## config.mk

```make
export PLATFORM = sky130hd
export DESIGN_NAME = instruction_fetch
export DESIGN_NICKNAME = d
export VERILOG_FILES = /design/src/rtl/instruction_fetch.sv
export SDC_FILE = /design/constraint.sdc
export NUM_CORES = 1
export LEC_CHECK = 0
export ABC_AREA = 1
export CAP_MARGIN = 15
export CORE_ASPECT_RATIO = 0.5
export CORE_MARGIN = 2
export CORE_UTILIZATION = 42
export DETAILED_ROUTE_END_ITERATION = 16
export PLACE_DENSITY = 0.82
export SYNTH_ARGS = -nofsm -noshare
export SYNTH_HDL_FRONTEND = slang
export SYNTH_SLANG_ARGS = --single-unit
```

## constraint.sdc

```tcl
create_clock -name clock -period 1.5 [get_ports clock]
set_clock_uncertainty 0.15 [all_clocks]
set_input_delay 0.3 -clock clock [delete_from_list [all_inputs] [get_ports clock]]
set_output_delay 0.3 -clock clock [all_outputs]
set_load 0.02 [all_outputs]
```

## src/rtl/instruction_fetch.sv

```systemverilog
// instruction_fetch
// Fetch stage of the 19-bit processor. Owns the program counter, presents it
// to the combinational instruction memory, and captures the returned word
// into the IF/ID pipeline register for decode. Absolute JMP words are
// predecoded here so the jump costs no bubble. Taken branches arrive from
// downstream as a redirect.
//
// Ports:
//   clock, reset_n      rising-edge clock, asynchronous active-low reset
//   start               pulse: leave IDLE/HALT and fetch from the current pc
//   halt                level: stop fetching at the next edge
//   stall               hold pc and IF/ID (hazard from later stages)
//   redirect_valid/
//   redirect_target     taken branch; load pc with the target
//   imem_address        to instruction memory (always equals pc)
//   imem_instruction    combinational read data for imem_address
//   if_id_instruction   registered word for decode (0 is a NOP)
//   if_id_pc_plus1      registered address of the fetched word + 1
//   if_id_valid         IF/ID holds a real instruction
//   running             high while in RUN
//   fetch_count         number of words committed into IF/ID
module instruction_fetch #(
    parameter int ADDR_W  = 12,
    parameter int INSTR_W = 19,
    parameter int CNT_W   = 16
) (
    input  logic               clock,
    input  logic               reset_n,
    input  logic               start,
    input  logic               halt,
    input  logic               stall,
    input  logic               redirect_valid,
    input  logic [ADDR_W-1:0]  redirect_target,
    output logic [ADDR_W-1:0]  imem_address,
    input  logic [INSTR_W-1:0] imem_instruction,
    output logic [INSTR_W-1:0] if_id_instruction,
    output logic [ADDR_W-1:0]  if_id_pc_plus1,
    output logic               if_id_valid,
    output logic               running,
    output logic [CNT_W-1:0]   fetch_count
);

    typedef enum logic [1:0] {
        IDLE = 2'd0,
        RUN  = 2'd1,
        HALT = 2'd2
    } state_t;

    state_t             state;
    state_t             state_next;
    logic [ADDR_W-1:0]  pc;
    logic [ADDR_W-1:0]  pc_next;
    logic [ADDR_W-1:0]  pc_plus1;
    logic [INSTR_W-1:0] instruction_next;
    logic [ADDR_W-1:0]  pc_plus1_next;
    logic               valid_next;
    logic [CNT_W-1:0]   count_next;
    logic               is_jmp;
    logic [ADDR_W-1:0]  jmp_target;

    // Absolute JMP is recognised straight off the memory output so the next
    // pc can follow it in the same cycle the JMP word is captured.
    assign is_jmp     = (imem_instruction[INSTR_W-1 -: 5] == 5'b11100);
    assign jmp_target = imem_instruction[ADDR_W-1:0];
    assign pc_plus1   = pc + ADDR_W'(1);

    assign imem_address = pc;
    assign running      = (state == RUN);

    // Next-state and datapath decisions. Everything holds by default; any
    // non-fetching cycle (IDLE, HALT, redirect bubble) loads a NOP with
    // valid low, while if_id_pc_plus1 keeps its last value.
    always_comb begin
        state_next       = state;
        pc_next          = pc;
        instruction_next = if_id_instruction;
        pc_plus1_next    = if_id_pc_plus1;
        valid_next       = if_id_valid;
        count_next       = fetch_count;

        case (state)
            IDLE: begin
                instruction_next = '0;
                valid_next       = 1'b0;
                if (start) begin
                    state_next = RUN;
                end
            end

            RUN: begin
                if (halt) begin
                    // halt beats stall; a redirect in the same cycle still
                    // lands so resuming continues from the branch target.
                    state_next       = HALT;
                    instruction_next = '0;
                    valid_next       = 1'b0;
                    if (redirect_valid) begin
                        pc_next = redirect_target;
                    end
                end else if (redirect_valid) begin
                    pc_next          = redirect_target;
                    instruction_next = '0;
                    valid_next       = 1'b0;
                end else if (!stall) begin
                    instruction_next = imem_instruction;
                    pc_plus1_next    = pc_plus1;
                    valid_next       = 1'b1;
                    count_next       = fetch_count + CNT_W'(1);
                    pc_next          = is_jmp ? jmp_target : pc_plus1;
                end
            end

            HALT: begin
                instruction_next = '0;
                valid_next       = 1'b0;
                if (halt) begin
                    state_next = HALT;
                end else if (redirect_valid) begin
                    state_next = RUN;
                    pc_next    = redirect_target;
                end else if (start) begin
                    state_next = RUN;
                end
            end

            default: begin
                state_next       = IDLE;
                instruction_next = '0;
                valid_next       = 1'b0;
            end
        endcase
    end

    // State and pipeline registers; reset clears everything immediately.
    always_ff @(posedge clock or negedge reset_n) begin
        if (!reset_n) begin
            state             <= IDLE;
            pc                <= '0;
            if_id_instruction <= '0;
            if_id_pc_plus1    <= '0;
            if_id_valid       <= 1'b0;
            fetch_count       <= '0;
        end else begin
            state             <= state_next;
            pc                <= pc_next;
            if_id_instruction <= instruction_next;
            if_id_pc_plus1    <= pc_plus1_next;
            if_id_valid       <= valid_next;
            fetch_count       <= count_next;
        end
    end

endmodule
```

==> results.md <==
- Total CTS buffers: 9
- GRT Total Usage: 30.8%
- Most frequent cells in the layout: nand2_1 (80), buf_4 (79), dfrtp_1 (53)
- DRT met1 WL: 5430 um
- Initial core utilization: 43.3%
- CTS root buffer: clkbuf_16
- Sw Share: 43.3%
- Normalized max-slew margin: 70.1%
- Worst hold start: imem_instruction[16]
- Fmax: 0.567 GHz
- RSZ-0062 raised after global routing: true
- Met2 WL: 6980 um
- Commonest non-fill, non-tap cell in the layout: nand2_1
- First-pass GRT wire length: 19300 um
- Pwr/cell area: 1820 mW/mm2
- Initial antenna violation count: 0
- Die Wd: 127 um
- Setup violators final: 65
- Least-Margin Pin Slew: 0.449 ns
- Final Core Density: 79.7%
- P_int: 6.02 mW
- Clock Pin Slew Worst Setup and Hold Paths: 0.06 ns
- Residual DRC: 0
- Reg2Reg Setup Slack: -0.26 ns
- Register share of total power: 25.0%
- Area growth, synth to finish: 84.0%
- Met3 wire len: 1660 um
- Diodes inserted: 0
- CTS tree: yes
- Data arrival, critical path: 1.90 ns
- Die area: 0.00831 mm2
- RR Endpoint: imem_address[6]
- Pre-CTS setup slack: -0.542 ns
- Syn. warnings: 0
- Tcrit/Tclk final: 118%
- Port Buffers: 97
- Final Hold Viols: 0
- Share of cells above drive strength 1: 44.1%
- Reg2Reg Depth: 9
- Placed Area: 0.00474 mm2
- I/O Pins: 98
- Combinational share of power: 55.3%
- Final HPWL from detailed placement: 6870 um
- Distinct cells, synth: 36
- Failing checks: negative setup slack
- Post-Synthesis Cell Area: 0.00317 mm2
- Syn_nets: 419
- Max-Cap Viols: 0
- GR Overflow Total: 0
- First DRT Iteration DRCs: 499
- Vias in the first global route: 3701
- Setup_tns: -6.25 ns
- Vias per cell: 5.89
- Min Tclk post-route: 1.76 ns
- Sw power: 4.61 mW
- Hold path depth: 2
- Kind of critical path: reg2reg
- Reg2reg start: imem_address[1]
- Design area: 0.00584 mm2
- Clock Power Share: 19.7%
- Vias post-DR: 4041
- FILL cells: 382
- CP endpoint kind: flop
- Row cnt: 22
- WL final: 15100 um
- Hold Path Class: in2reg
- Total power: 10.6 mW
- Hold EP: if_id_instruction[16]
- Final worst slack: -0.264 ns
- Worst-case clock buffer depth: 2
- LEAKAGE: 2.90 nW
- Global placement routability congestion: 0.879
- Mean Syn Cell Area: 8.35 um2
- CP max FO: 4
- H-tree Lvls: 3
- Top sig layer: met4
- Syn Inst Count: 380
- Peak supply drop: 1.08 mV
- Largest net degree at the start of global routing: 38
- Req. time, crit path: 1.63 ns
- #FFs+latches synth: 62
- Routed Antenna Nets: 0
- Die height: 65.5 um
- Sequential fraction of the synthesis area: 48.9%
- DR WL/cell: 22.0 um
- Max-slew violation count: 0
- Nets: 624
- Status: complete, but fails checks
- CP startpoint kind: flop
- Clock sink count: 62
- Router iterations before antenna repair: 7
- Clock Latency Late Sink: 0.34 ns
- Placeable Area: 0.00732 mm2
[cells in the mapped netlist (all sizes together)]
cell | number | share of area, %
xnor2 | 6 | 1.7
o21ai | 29 | 4.6
or2 | 1 | 0.20
nand3b | 1 | 0.24
nand4 | 3 | 0.79
xor2 | 15 | 4.1
a22o | 14 | 3.9
a21oi | 5 | 0.79
dfrtp | 62 | 49
o31ai | 1 | 0.24
inv | 39 | 4.6
nand2 | 111 | 14
o221ai | 1 | 0.28
o211ai | 2 | 0.47
nor2 | 42 | 5.8
and2 | 1 | 0.20
buf | 10 | 2.0
nor3 | 4 | 0.95
a31oi | 3 | 0.59
and3 | 1 | 0.20
o22ai | 2 | 0.39
nand3 | 19 | 3.2
a21boi | 4 | 0.95
o21bai | 2 | 0.47
ha | 2 | 0.79
[final cells by class]
type                       instances  area, um2  area share (%)
multi-input combinational        270       1870            32.0
timing repair buffer             203       1840            31.5
sequential                        62       1560            26.8
clock buffer                      10        229            3.92
inverter                          39        158            2.70
tap                               96        120            2.06
clock inverter                     6       62.6            1.07
[cells by family after synthesis]
family / Yosys count / share of synthesized area, %
compound gates: 63 / 12.6
flops: 62 / 48.9
fa+ha+maj: 2 / 0.789
xor+xnor: 21 / 5.80
simple gates: 183 / 25.2
buf+inv: 49 / 6.63
[routing by layer]
layer	up-vias	GRT usage [%]
li1	1643	-
met3	132	9.04
met2	389	52.3
met5	-	0
met4	0	18.3
met1	1877	35.2
[flip-flops by register name (all words and copies together), names as in the netlist]
name / count
fetch_count: 16
if_id_pc_plus1: 12
if_id_instruction: 19
imem_address: 12
if_id_valid: 1
state: 2
[worst max-delay path by stage]
stage / slack, ns / cells after the start / endpoint / start
after floorplan: 0.004 / 7 / fetch_count[14] / fetch_count[0]
after global placement: -0.49 / 8 / fetch_count[12] / halt
after detailed placement: -0.54 / 7 / if_id_instruction[0] / halt
after CTS: -0.16 / 12 / imem_address[2] / state[1]
after global routing: -0.30 / 10 / if_id_pc_plus1[4] / state[1]
final: -0.26 / 9 / imem_address[6] / imem_address[1]
[power groups by stage]
stage	clock, mW	sequential [mW]	combinational, mW
floorplan	0	3.07	1.51
finish	2.10	2.66	5.88
CTS	2.06	2.53	4.83
global placement	0	2.55	4.10
global route	2.18	2.66	6.15
detailed placement	0	2.56	4.19
[through the flow]
step | hold slack [ns] | cells
2_1_floorplan | -0.146 | 380
3_3_place_gp | 0.0850 | 625
3_5_place_dp | 0.0905 | 625
4_1_cts | 0.195 | 669
5_1_grt | 0.234 | 686
6_report | 0.217 | 686
[what timing repair did]
item,CTS,global route
setup endpoints to repair,107,109
hold buffers,1,0
buffers inserted,26,22
gates resized for setup,191,132
pin swaps,24,42
hold endpoints to repair,12,0
gates cloned,1,2
[critical path, stage by stage, from the launching register on]
cell,delay [ns]
dfrtp_2,0.42
ha_4,0.17
nand3_4,0.10
nor2_4,0.19
buf_6,0.14
xor2_4,0.23
o21bai_4,0.10
nand2_1,0.07
nand2_1,0.06
nand2_1,0.06
Power figures use the tool's default switching activity.
